File: src/rtl/alu_system_controller.sv
// Hardwired control unit for ALU_System: fetches a 16-bit instruction as two
// byte reads into the IR, then decodes and drives every datapath select.
module alu_system_controller (
  input  logic        Clock,
  input  logic        Reset,
  input  logic [15:0] IROut,
  output logic [2:0]  RF_OutASel,
  output logic [2:0]  RF_OutBSel,
  output logic [1:0]  RF_FunSel,
  output logic [3:0]  RF_RSel,
  output logic [3:0]  RF_TSel,
  output logic [3:0]  ALU_FunSel,
  output logic [1:0]  ARF_OutCSel,
  output logic [1:0]  ARF_OutDSel,
  output logic [1:0]  ARF_FunSel,
  output logic [3:0]  ARF_RegSel,
  output logic        IR_LH,
  output logic        IR_Enable,
  output logic [1:0]  IR_Funsel,
  output logic        Mem_WR,
  output logic        Mem_CS,
  output logic [1:0]  MuxASel,
  output logic [1:0]  MuxBSel,
  output logic        MuxCSel,
  output logic        Halted,
  output logic [2:0]  SeqState,
  output logic [7:0]  InstrCount
);

  localparam logic [2:0] S_INIT    = 3'd0;
  localparam logic [2:0] S_FETCH_L = 3'd1;
  localparam logic [2:0] S_FETCH_H = 3'd2;
  localparam logic [2:0] S_EXEC0   = 3'd3;
  localparam logic [2:0] S_EXEC1   = 3'd4;
  localparam logic [2:0] S_HALT    = 3'd5;

  localparam logic [3:0] OP_LDI = 4'h0;
  localparam logic [3:0] OP_LDM = 4'h1;
  localparam logic [3:0] OP_STM = 4'h2;
  localparam logic [3:0] OP_ADD = 4'h3;
  localparam logic [3:0] OP_BRA = 4'h4;
  localparam logic [3:0] OP_HLT = 4'hF;

  logic [2:0] state;
  logic [2:0] next_state;
  logic [2:0] decode_state;
  logic [7:0] instr_count;
  logic       halted;
  logic       retire;
  logic [3:0] opcode;
  logic [1:0] rd;
  logic [1:0] rs;
  logic [3:0] rd_onehot;
  logic       unused_imm;

  assign opcode     = IROut[15:12];
  assign rd         = IROut[11:10];
  assign rs         = IROut[9:8];
  assign rd_onehot  = 4'b1000 >> rd;
  assign unused_imm = ^IROut[7:0];

  // While Reset is held the outputs show the INIT (clear-all) decode.
  assign decode_state = Reset ? S_INIT : state;

  assign retire = ((state == S_EXEC0) || (state == S_EXEC1)) &&
                  ((next_state == S_FETCH_L) || (next_state == S_HALT));

  // State, retired-instruction counter and halt flag.
  always_ff @(posedge Clock) begin
    if (Reset) begin
      state       <= S_INIT;
      instr_count <= 8'd0;
      halted      <= 1'b0;
    end else begin
      state  <= next_state;
      halted <= (next_state == S_HALT);
      if (retire) instr_count <= instr_count + 8'd1;
    end
  end

  assign SeqState   = state;
  assign InstrCount = instr_count;
  assign Halted     = halted;

  // Next-state and control decode.
  always_comb begin
    next_state  = state;
    RF_OutASel  = 3'b000;
    RF_OutBSel  = 3'b000;
    RF_FunSel   = 2'b00;
    RF_RSel     = 4'b0000;
    RF_TSel     = 4'b0000;
    ALU_FunSel  = 4'b0000;
    ARF_OutCSel = 2'b00;
    ARF_OutDSel = 2'b00;
    ARF_FunSel  = 2'b00;
    ARF_RegSel  = 4'b0000;
    IR_LH       = 1'b0;
    IR_Enable   = 1'b0;
    IR_Funsel   = 2'b00;
    Mem_WR      = 1'b0;
    Mem_CS      = 1'b1;
    MuxASel     = 2'b00;
    MuxBSel     = 2'b00;
    MuxCSel     = 1'b0;
    case (decode_state)
      S_INIT: begin
        RF_RSel    = 4'b1111;
        RF_FunSel  = 2'b11;
        ARF_RegSel = 4'b1110;
        ARF_FunSel = 2'b11;
        next_state = S_FETCH_L;
      end
      S_FETCH_L, S_FETCH_H: begin
        ARF_OutDSel = 2'b10;
        Mem_CS      = 1'b0;
        IR_Enable   = 1'b1;
        IR_LH       = (decode_state == S_FETCH_H);
        IR_Funsel   = 2'b10;
        ARF_RegSel  = 4'b1000;
        ARF_FunSel  = 2'b01;
        next_state  = (decode_state == S_FETCH_L) ? S_FETCH_H : S_EXEC0;
      end
      S_EXEC0: begin
        next_state = S_FETCH_L;
        case (opcode)
          OP_LDI: begin
            MuxASel   = 2'b10;
            RF_RSel   = rd_onehot;
            RF_FunSel = 2'b10;
          end
          OP_LDM, OP_STM: begin
            MuxBSel    = 2'b10;
            ARF_RegSel = 4'b0100;
            ARF_FunSel = 2'b10;
            next_state = S_EXEC1;
          end
          OP_ADD: begin
            RF_OutASel = {1'b1, rd};
            RF_OutBSel = {1'b1, rs};
            ALU_FunSel = 4'b0100;
            MuxASel    = 2'b00;
            RF_RSel    = rd_onehot;
            RF_FunSel  = 2'b10;
          end
          OP_BRA: begin
            MuxBSel    = 2'b10;
            ARF_RegSel = 4'b1000;
            ARF_FunSel = 2'b10;
          end
          OP_HLT:  next_state = S_HALT;
          default: next_state = S_FETCH_L;
        endcase
      end
      S_EXEC1: begin
        next_state  = S_FETCH_L;
        ARF_OutDSel = 2'b00;
        case (opcode)
          OP_LDM: begin
            Mem_CS    = 1'b0;
            MuxASel   = 2'b01;
            RF_RSel   = rd_onehot;
            RF_FunSel = 2'b10;
          end
          OP_STM: begin
            RF_OutASel = {1'b1, rd};
            MuxCSel    = 1'b0;
            ALU_FunSel = 4'b0000;
            Mem_CS     = 1'b0;
            Mem_WR     = 1'b1;
          end
          default: ;
        endcase
      end
      S_HALT:  next_state = S_HALT;
      default: next_state = S_INIT;
    endcase
  end

endmodule
File: config.mk
export PLATFORM = sky130hd
export DESIGN_NAME = alu_system_controller
export DESIGN_NICKNAME = d
export VERILOG_FILES = /design/src/rtl/alu_system_controller.sv
export SDC_FILE = /design/constraint.sdc
export NUM_CORES = 1
export LEC_CHECK = 0
export CAP_MARGIN = 20
export CORE_UTILIZATION = 35
export CTS_CLUSTER_SIZE = 10
export DETAILED_ROUTE_END_ITERATION = 8
export GPL_TIMING_DRIVEN = 1
export PLACE_DENSITY = 0.79
export SETUP_SLACK_MARGIN = 0.5
export SLEW_MARGIN = 20
export SYNTH_ARGS = -nofsm -noshare
export SYNTH_HDL_FRONTEND = slang
export SYNTH_SLANG_ARGS = --single-unit
File: constraint.sdc
create_clock -name Clock -period 3.25 [get_ports Clock]
set_input_delay 0.975 -clock Clock [delete_from_list [all_inputs] [get_ports Clock]]
set_output_delay 0.975 -clock Clock [all_outputs]
set_load 0.05 [all_outputs]
## Word-level counts from Yosys, hierarchy flattened

Cells that the tools add are included.

| cells by class | value |
|---|---|
| add/sub/neg operators | 1 |
| equal/unequal tests | 14 |
| shift operators | 1 |
| muxes and demuxes | 32 |
| reduce and logical (&&, ||, !) cells | 10 |

Operator list:

| operator | count |
|---|---|
| 4-bit case mux with 3 select lines | 2 |
| 3-bit two-way mux | 7 |
| 3-bit == test, second input constant | 4 |
| 2-bit two-way mux | 6 |
| 2-bit case mux with 3 select lines | 2 |
| 3-bit case mux with 2 select lines | 2 |
| 3-bit case mux with 4 select lines | 1 |
| 3-bit by 2-bit == test with 1-bit output, second input constant | 3 |
| 8-bit by 1-bit adder with 8-bit output, second input constant | 1 |
| 4-bit by 2-bit == test with 1-bit output, second input constant | 2 |
| 4-bit two-way mux | 2 |
| 4-bit case mux with 2 select lines | 1 |
| 2-bit OR reduction | 4 |
| 1-bit two-way mux | 7 |
| 3-bit by 1-bit == test with 1-bit output, second input constant | 2 |
| 4-bit by 1-bit == test with 1-bit output, second input constant | 1 |
| 4-bit by 3-bit == test with 1-bit output, second input constant | 1 |
| 4-bit == test, second input constant | 1 |
| 4-bit zero test | 1 |
| 2-bit case mux with 2 select lines | 1 |
| 4-bit by 2-bit >> shifter with 4-bit output, first input constant | 1 |
| 3-bit zero test | 1 |
| 3-bit OR reduction | 1 |
| 1-bit logical OR | 2 |
| other kinds (2) | 2 |

| storage, ports and cells | value |
|---|---|
| bits in registers | 12 |
| output and inout bits | 53 |
| logic and storage cells | 61 |

## Longest topological paths before layout

Gate-level depths: netlist (run 1).

| logic depth | value |
|---|---|
| word-level depth | 7 |
| gate-level depth with buffers | 6 |

## Least setup slack after synthesis (run 1)

Ideal clock, no wire load.

| timing | value |
|---|---|
| path type | input to output |
| from | in IROut[13] |
| to | out ARF_FunSel[1] |
| arrival | 3815 ps |
| required time | 2275 ps |
| setup slack | -1540 ps |
| stages on the path | 6 |
| cells stage by stage | buf_2 xor2_1 o21ai_0 nor4_1 nor2_1 o21bai_1 |

| on the way | value |
|---|---|
| word-level cells in the longest chain between the ends | 4 |
| elaborated cells between the ends (all ways) | 6 |

Ends and longest elaborated chain:

| what | RTL line | RTL |
|---|---|---|
| from (decl) | 6 | `input logic [15:0] IROut,` |
| 4-bit by 1-bit == test with 1-bit output (tied with other cells) | 126 | `case (opcode)` |
| 3-bit OR reduction (no source line) * | -- |  |
| 2-bit two-way mux * | 126 |  |
| 2-bit case mux with 3 select lines * | 106 | `case (decode_state)` |
| to (decl) | 15 | `output logic [1:0] ARF_FunSel,` |

Mark *: on every way between the ends. The rest lies on a longest branch, timed or not.

## Worst setup path in the final report (run 1)

| timing | value |
|---|---|
| from | in IROut[15] |
| to | out RF_OutASel[1] |

| on the way | value |
|---|---|
| word-level cells in the longest chain between the ends | 3 |
| elaborated cells between the ends (all ways) | 5 |

Ends and longest elaborated chain:

| what | RTL line | RTL |
|---|---|---|
| 4-bit by 2-bit == test with 1-bit output (on tied branches) | 158, 126 |  |
| 3-bit two-way mux (on tied branches) | 158, 126 |  |
| 3-bit case mux with 2 select lines * | 106 |  |
| to (decl) | 7 | `output logic [2:0] RF_OutASel,` |

Marked as above.

==> flow_summary.ini, run 1 <==
[critical_path]
cp.arrival_ps = 2560
crit_path_end_kind = output port
required_ps = 2270
critical_path_class = input port to output port
path_buf_inv = 3
cpMostUsedCell = buf_6
cp_slowest_cell = or4b_4
cp_cell_sequence = buf_6 -> or4b_4 -> or2_4 -> buf_6 -> mux2i_4 -> and3_4 -> buf_12
cp_top_family = simple AND/OR/NAND/NOR gates
critPathMaxFanout = 4
critical_path.startpoint_type = input port
cpPeakStageDelay_ps = 540

[outcome]
failed_checks = design-rule violations, negative setup slack
status = finished with violations

[clocking]
tritoncts = done
cts_made_buffers = 3
clk_pin_slew_ps = 80
clk_latency_ps = 280
clockBufferDepth = 2
ctsHoldBuffers = 0
htreeDepth = 1
clockRootBuffer = clkbuf_4
clock-sinks = 12

[place]
dp_hpwl_mm = 2.746
dp_slack_ps = -610.8
place_congestion = 0.7716
port_buffers = 48
place_area_sq_um = 2042

[pwr]
leakage_nw = 0.9664
power.share.sequential_pct = 23.0
power.switching_uw = 314.4
total_power_uw = 705.1
p_int_uw = 390.6
ir_drop_mv = 0.3437
swShare_pct = 44.60
clkPwrFrac_pct = 17.5
power.density_nw_per_um2 = 309.3
pwr-share-comb_pct = 59.5

[drt]
ant_nets = 0
routedWlPerCell_um = 16.29
viasPerCell = 5.149
vias = 1241
drc = 14
firstDrtPassIters = 6
drt_wl_total_mm = 3.925
drt_iter0_drc = 67

[timing]
rsz0062_at_grt = yes
worst_pin_slew_ps = 700.8
period_minus_slack_ps = 3533
finalHoldViolations = 0
finalSetupTns_ps = -3261
clock_skew_ps = 1.611
setup_slack_ps = -282.9
max_freq_ghz = 0.2831
setup_viol_count_final = 16
relSlewSlack_pct = 52.93
slew_viol_final = 0
timing.final.crit_share_pct = 108.7

[synth]
netlist.area_leader.share_pct = 22.88
synth.avg_cell_area_sq_um = 7.719
syn_inst = 136
synthTopCellsByArea = dfxtp_1, buf_4, nor2_1
synth_edf_count = 0
synth_seq_area_share_pct = 22.88
synthDistinctLibCells = 44
synth_ff_type = dfxtp_1
ys_seq_elements = 12
synthArstFlopShare_pct = 0
ys_top_cells_by_count = buf_4, nor2_1, dfxtp_1
synth_top_area_cell = dfxtp_1
yosysMostFrequentCell = buf_4
ys_warn_count = 0
netlist_area_sq_um = 1050

[floorplanning]
die_width_um = 56.77
dieArea_sq_um = 3222
io_pins = 71
rows = 19
core_area_sq_um = 2805
start_util_pct = 37.42
fp.dieH_um = 56.77

[grt]
grt_pass1_wl_mm = 6.175
grt_pass1_vias = 1233
antenna_found_initial = 0
grt_max_degree = 14
grt.overflow.total = 0
track_usage_pct = 24.61

[job]
cap_violations = 0

[finish]
area_delta_synth_final_pct = 117.2
design_area_sq_um = 2280
final_net_count = 230
drive_above_1_share_pct = 51.43
antenna_cells = 0

[hold_path]
min_path_type = flip-flop to flip-flop
[power groups by stage]
stage	combinational [mW]	clock [mW]	sequential, mW
3_3_place_gp	0.382	0	0.164
5_1_grt	0.434	0.133	0.163
6_report	0.420	0.124	0.162
3_5_place_dp	0.390	0	0.164
4_1_cts	0.406	0.125	0.161
2_1_floorplan	0.250	0	0.175
[stage by stage]
stage	hold WS, ps	instances	utilization, %
global route	559.4	241	81.27
global placement	473.8	229	72.79
CTS	520.1	238	78.59
finish	525.7	241	81.27
detailed placement	495.8	229	72.79
floorplan	701.5	149	-
[cell usage in the layout, fill, tap and decap left out, drive strengths merged, types with 4 or more instances in the layout]
| cell type | n |
|---|---|
| nor2 | 17 |
| nor3 | 6 |
| o21ai | 6 |
| clkbuf | 4 |
| nand2b | 7 |
| buf | 66 |
| conb | 14 |
| nand2 | 6 |
| dfxtp | 12 |
| nor2b | 5 |
| a21oi | 6 |
| clkdlybuf4s50 | 14 |
| and2 | 4 |
[registers in the layout, summed over array words and instances (netlist names)]
register / flops
InstrCount: 8
SeqState: 3
Halted: 1
[timing repair]
action / CTS / global route
pin swaps: 17 / 15
setup buffers: 5 / 3
gates resized for setup: 45 / 13
endpoints found under the setup margin: 29 / 29
[worst paths after layout]
path / start / endpoint / slack (ps) / cells past startpoint
max: IROut[15] / RF_OutASel[1] / -280 / 7
min: InstrCount[7] / InstrCount[7] / 530 / 2
max reg2reg: SeqState[0] / InstrCount[6] / 1150 / 7
min reg2reg: InstrCount[7] / InstrCount[7] / 530 / 2
[logic make-up (layout without fill, tap and decap cells)]
logic type | after synthesis | after routing | synth area share [%]
and+or+nand+nor | 65 | 65 | 37.07
buffers and inverters | 27 | 88 | 17.16
AOI/OAI and AO/OA | 21 | 21 | 13.11
DFF | 12 | 12 | 22.88
xor gates and xnor gates | 5 | 5 | 4.172
muxes | 4 | 4 | 4.052
adders and majority gates | 1 | 1 | 1.192
other | 1 | 14 | 0.3572
[worst min-delay path: stages, from the launching register on]
cell      delay (ps)
dfxtp_1          340
nand2b_1          70
o21ai_0           70
[layout make-up]
type	instances	area, sq um
inverters	2	11.26
flip-flops and latches	12	240.2
repair buffers	82	1057
clock buffers	4	36.28
multi-input cells	110	895.9
well taps	31	38.79
fillers	164	525.5
[per-layer routing]
layer / vias to the layer above / part of all wire (%) / track usage [%]
li1: 584 / - / -
met1: 595 / 36 / 28.15
met2: 50 / 56 / 47.79
met3: 12 / 5.4 / 4.378
met4: 0 / 2.4 / 3.833
met5: - / 0 / 0
(Power assumes the default switching activity.)
==> run 2: changes to the inputs <==
--- a/config.mk
+++ b/config.mk
@@ -5,7 +5,7 @@
 export SDC_FILE = /design/constraint.sdc
 export NUM_CORES = 1
 export LEC_CHECK = 0
-export CAP_MARGIN = 20
+export CORE_ASPECT_RATIO = 0.8
 export CORE_UTILIZATION = 35
 export CTS_CLUSTER_SIZE = 10
 export DETAILED_ROUTE_END_ITERATION = 8
==> flow_summary.ini, run 2 (same netlist as run 1, synthesis figures left out) <==
[timing]
setup_viol_count_final = 18
timing.final.crit_share_pct = 109.6
setup_slack_ps = -312.8
finalSetupTns_ps = -4343
rsz0062_at_grt = yes
max_freq_ghz = 0.2807
worst_pin_slew_ps = 765.0
finalHoldViolations = 0
period_minus_slack_ps = 3563
slew_viol_final = 0
clock_skew_ps = 11.32
relSlewSlack_pct = 48.62

[finish]
drive_above_1_share_pct = 54.50
largest_register_ffs = 8
final_net_count = 242
nFillCells = 123
final_common_cell = buf_6
area_delta_synth_final_pct = 131.3
fin_cells = 260
mostFrequentLayoutCells = buf_6, buf_12, buf_4
antenna_cells = 0

[grt]
antenna_found_initial = 0
globalRouteMet1Util_pct = 36.13
met3_usage_pct = 7.589
met2_usage_pct = 54.12
grt_max_degree = 14
grt_pass1_vias = 1343
grt.overflow.total = 0
grt_pass1_wl_mm = 7.389
track_usage_pct = 30.94
gr-max-usage-layer = met2

[critical_path]
reg2reg_from = SeqState[2]
worst_r2r_endpoint = InstrCount[6]
cp_top_family = simple AND/OR/NAND/NOR gates
crit_end = RF_RSel[0]
cpPeakStageDelay_ps = 540
startpoint = IROut[15]
rr_worst_depth = 5
cp_cell_sequence = buf_6 -> or4b_4 -> or2_4 -> nor3_4 -> nor4_4 -> a21oi_4 -> buf_12
critPathMaxFanout = 5
cp_slowest_cell = or4b_4
crit_path_end_kind = output port
cp.arrival_ps = 2590
r2r_slack_ps = 1140
critical_path.startpoint_type = input port
required_ps = 2270
critical_path_class = input port to output port
worst-path-stages = 7
path_buf_inv = 2

[floorplanning]
io_pins = 71
fp.dieH_um = 50.99
die_width_um = 63.23
dieArea_sq_um = 3224
core_area_sq_um = 2808
start_util_pct = 37.39
rows = 17

[drt]
vias = 1420
drc = 0
drt_iter0_drc = 56
viasPerCell = 5.462
routedWlPerCell_um = 20.35
firstDrtPassIters = 4
drt_wl_total_mm = 5.292
ant_nets = 0

[hold_path]
min_from = InstrCount[7]
min_path_type = flip-flop to flip-flop

[place]
dp_hpwl_mm = 2.823
port_buffers = 48
place_congestion = 0.8415
dp_cells = 238

[pwr]
leakage_nw = 1.015
power.density_nw_per_um2 = 317.7
ir_drop_mv = 0.3061

[job]
cap_violations = 0

[clocking]
tritoncts = done
clk_pin_slew_ps = 50
htreeDepth = 1
clockRootBuffer = clkbuf_8
clockBufferDepth = 2
clock-sinks = 12
cts_made_buffers = 3
clk_latency_ps = 250

[outcome]
failed_checks = negative setup slack
status = finished with violations
-- run 2: cell count changes in the layout (fill, tap and decap cells not counted), moves of 2 or more --
cell / delta
clkbuf_8: +3
dlymetal6s2s_1: -2
clkbuf_4: -3
clkdlybuf4s50_1: +2
buf_4: +3
buf_12: +2
buf_6: +11
buf_8: -4
-- run 2: metal layers --
metal	routed length, um	part of all wire (%)
met5	0	0
met4	270	5.1
met3	334	6.3
met2	2694	51
met1	1993	38
-- run 2: worst min-delay path by stage --
stage / to / slack, ps / cells after the start
after floorplan: InstrCount[7] / 700 / 2
after global placement: InstrCount[7] / 480 / 2
after detailed placement: InstrCount[7] / 520 / 2
after CTS: InstrCount[7] / 530 / 2
after global routing: InstrCount[7] / 570 / 2
final: InstrCount[7] / 540 / 2
-- run 2: layout make-up --
cell class,count,area (sq um),area share (%)
sequential,12,240.2,9.892
multi-input combinational,110,895.9,36.89
clock buffer,4,55.05,2.267
inverter,2,11.26,0.4637
timing repair buffer,94,1179,48.53
tap,38,47.55,1.958
-- run 2: what timing repair did --
action	CTS	global route
hold buffers	0	0
setup endpoints to repair	27	28
gates resized for setup	51	10
pin swaps	21	15
buffers inserted	14	4
-- run 2: stage by stage --
step / setup WS (ps) / util, % / cell area, sq um / hold slack (ps) / power, mW
6_report: -312.8 / 86.50 / 2429 / 540.7 / 0.7716
5_1_grt: -336.3 / 86.50 / 2429 / 565.4 / 0.7910
4_1_cts: -309.2 / 83.96 / 2357 / 527.3 / 0.7469
3_5_place_dp: -617.8 / 73.57 / 2066 / 519.0 / 0.5576
3_3_place_gp: -547.9 / 73.57 / 2066 / 476.2 / 0.5482
2_1_floorplan: -516.9 / - / 1338 / 701.5 / 0.4246
-- run 2: power breakdown --
part           switching, mW  leakage, nW  internal [mW]  total, mW
clock network         0.0591       0.0288          0.107      0.166
registers             0.0115       0.0974          0.152      0.164
logic                  0.261        0.889          0.181      0.442
-- run 2: worst register-to-register path, stage by stage, from the launching register on --
cell	delay, ps
dfxtp_1	540
nor3b_1	550
o21ai_1	190
a21oi_2	230
nand4_1	160
mux2_1	340
==> run 3: changes to the inputs <==
--- a/config.mk
+++ b/config.mk
@@ -5,14 +5,14 @@
 export SDC_FILE = /design/constraint.sdc
 export NUM_CORES = 1
 export LEC_CHECK = 0
+export ABC_AREA = 1
 export CORE_ASPECT_RATIO = 0.8
-export CORE_UTILIZATION = 35
+export CORE_UTILIZATION = 36
 export CTS_CLUSTER_SIZE = 10
 export DETAILED_ROUTE_END_ITERATION = 8
 export GPL_TIMING_DRIVEN = 1
-export PLACE_DENSITY = 0.79
+export PLACE_DENSITY = 0.8
 export SETUP_SLACK_MARGIN = 0.5
-export SLEW_MARGIN = 20
 export SYNTH_ARGS = -nofsm -noshare
 export SYNTH_HDL_FRONTEND = slang
 export SYNTH_SLANG_ARGS = --single-unit
==> flow_summary.ini, run 3 <==
[critical_path]
crit_path_end_kind = output port
cp_slowest_cell = and3_4
cpPeakStageDelay_ps = 220
required_ps = 2270
cpMostUsedCell = nand2_4
critical_path.startpoint_type = input port
critPathMaxFanout = 4
cp.arrival_ps = 2110
critical_path_class = input port to output port
path_buf_inv = 3
cp_top_family = simple AND/OR/NAND/NOR gates
cp_cell_sequence = buf_8 -> inv_8 -> nand2_8 -> nor2_8 -> and3_4 -> nor2_4 -> nand2_4 -> nand3_2 -> nand2_4 -> buf_12

[drt]
firstDrtPassIters = 5
routedWlPerCell_um = 20.73
drt_wl_total_mm = 6.012
vias = 1593
drc = 0
ant_nets = 0
viasPerCell = 5.493
drt_iter0_drc = 97

[finish]
final_common_cell = buf_4
drive_above_1_share_pct = 53.57
regArea_sq_um = 240.2
fin_cells = 290
multiInputGateArea_sq_um = 978.4
antenna_cells = 0
largest_register_ffs = 8
nFillCells = 118
area_delta_synth_final_pct = 127.9
mostFrequentLayoutCells = buf_4, nand2_1, buf_12
final_net_count = 272

[synth]
synthTopCellsByArea = dfxtp_1, nand2_1, buf_4
syn_inst = 168
synth_top_area_cell = dfxtp_1
yosysMostFrequentCell = nand2_1
synth_ff_type = dfxtp_1
ys_warn_count = 0
synthDistinctLibCells = 26
synth_seq_area_share_pct = 21.72
netlist_area_sq_um = 1106
synth.avg_cell_area_sq_um = 6.584
ys_seq_elements = 12
netlist.area_leader.share_pct = 21.72
ys_top_cells_by_count = nand2_1, inv_1, nor2_1
synthArstFlopShare_pct = 0
synth_edf_count = 0

[grt]
track_usage_pct = 30.49
grt.overflow.total = 0
grt_max_degree = 10
antenna_found_initial = 0
grt_pass1_vias = 1422
grt_pass1_wl_mm = 7.431

[place]
port_buffers = 48
place_congestion = 0.8485
dp_hpwl_mm = 2.922
dp_cells = 272

[pwr]
pwr-share-comb_pct = 51.8
p_int_uw = 392.7
power.density_nw_per_um2 = 271.6
power.share.sequential_pct = 23.3
power.switching_uw = 292.0
ir_drop_mv = 0.3191
leakage_nw = 1.097
swShare_pct = 42.65
clkPwrFrac_pct = 24.9

[clocking]
clockBufferDepth = 2
ctsHoldBuffers = 0
clock-sinks = 12
tritoncts = done
clk_latency_ps = 250
cts_made_buffers = 3
htreeDepth = 1
clockRootBuffer = clkbuf_8
clk_pin_slew_ps = 50

[floorplanning]
core_area_sq_um = 2829
start_util_pct = 39.10
die_width_um = 63.97
fp.dieH_um = 51.58
io_pins = 71
rows = 17
dieArea_sq_um = 3299

[hold_path]
min_path_type = flip-flop to flip-flop

[timing]
timing.final.crit_share_pct = 94.86
clock_skew_ps = 9.987
slew_viol_final = 0
worst_pin_slew_ps = 532.7
rsz0062_at_grt = yes
hold_ws_ps = 514.3
period_minus_slack_ps = 3083
setup_viol_count_final = 0
relSlewSlack_pct = 64.43
max_freq_ghz = 0.3244
finalHoldViolations = 0

[outcome]
status = finished clean

[job]
cap_violations = 0
run 3: timing repair:
| item | CTS | global route |
|---|---|---|
| setup buffers | 8 | 6 |
| setup endpoints to repair | 27 | 27 |
| resized for setup | 55 | 15 |
| pin swaps | 11 | 6 |
run 3: power groups by stage:
stage                     registers [mW]  clock network [mW]  logic, mW
after CTS                          0.159               0.169      0.333
final                              0.159               0.170      0.355
after global routing               0.160               0.175      0.364
after global placement             0.161                   0      0.306
after floorplan                    0.171                   0      0.199
after detailed placement           0.162                   0      0.310
run 3: path summary, 6_finish.rpt:
path / from / to / slack, ps / cells past startpoint
max reg2reg: SeqState[0] / InstrCount[0] / 1280 / 9
min: InstrCount[4] / InstrCount[4] / 510 / 2
min reg2reg: InstrCount[4] / InstrCount[4] / 510 / 2
max: Reset / RF_RSel[0] / 170 / 10
run 3: cell type report:
cell class                 instances  share of cell area [%]
inverter                          23                   4.466
sequential                        12                   9.529
tap                               38                   1.886
timing repair buffer              87                   43.13
clock buffer                       4                   2.184
multi-input combinational        126                   38.81
run 3: through the flow:
| step | TNS (ps) | setup WS (ps) | util (%) | total power [mW] | cell area (sq um) |
|---|---|---|---|---|---|
| 3_5_place_dp | -4118 | -270.2 | 77.22 | 0.4717 | 2185 |
| 6_report | 0 | 167.2 | 89.12 | 0.6847 | 2521 |
| 2_1_floorplan | -47.62 | -29.51 | - | 0.3698 | 1410 |
| 4_1_cts | 0 | 254.4 | 85.98 | 0.6603 | 2432 |
| 5_1_grt | 0 | 146.6 | 89.12 | 0.6988 | 2521 |
| 3_3_place_gp | -3679 | -255.7 | 77.22 | 0.4669 | 2185 |
run 3: cells by family after synthesis:
kind of cell / Yosys count / share of synthesized area (%)
buffers and inverters: 43 / 22.51
flip-flops: 12 / 21.72
other: 1 / 0.3390
AND/OR/NAND/NOR: 96 / 44.12
AO/OA/AOI/OAI: 12 / 7.805
adder cells (fa/ha/maj): 1 / 1.131
XOR/XNOR: 3 / 2.376
run 3: per-layer routing:
| metal | GRT usage (%) | vias up | share of wire (%) |
|---|---|---|---|
| met5 | 0 | - | 0 |
| met4 | 7.955 | 0 | 5.5 |
| met3 | 5.263 | 34 | 8.5 |
| met2 | 55.67 | 128 | 50 |
| met1 | 37.12 | 755 | 36 |
| li1 | - | 676 | - |
run 3: tightest hold or removal path, delay by kind of cell, from the launching register on:
kind	cells	cell delay [ps]
flops	1	340
simple gates	1	70
compound gates	1	50
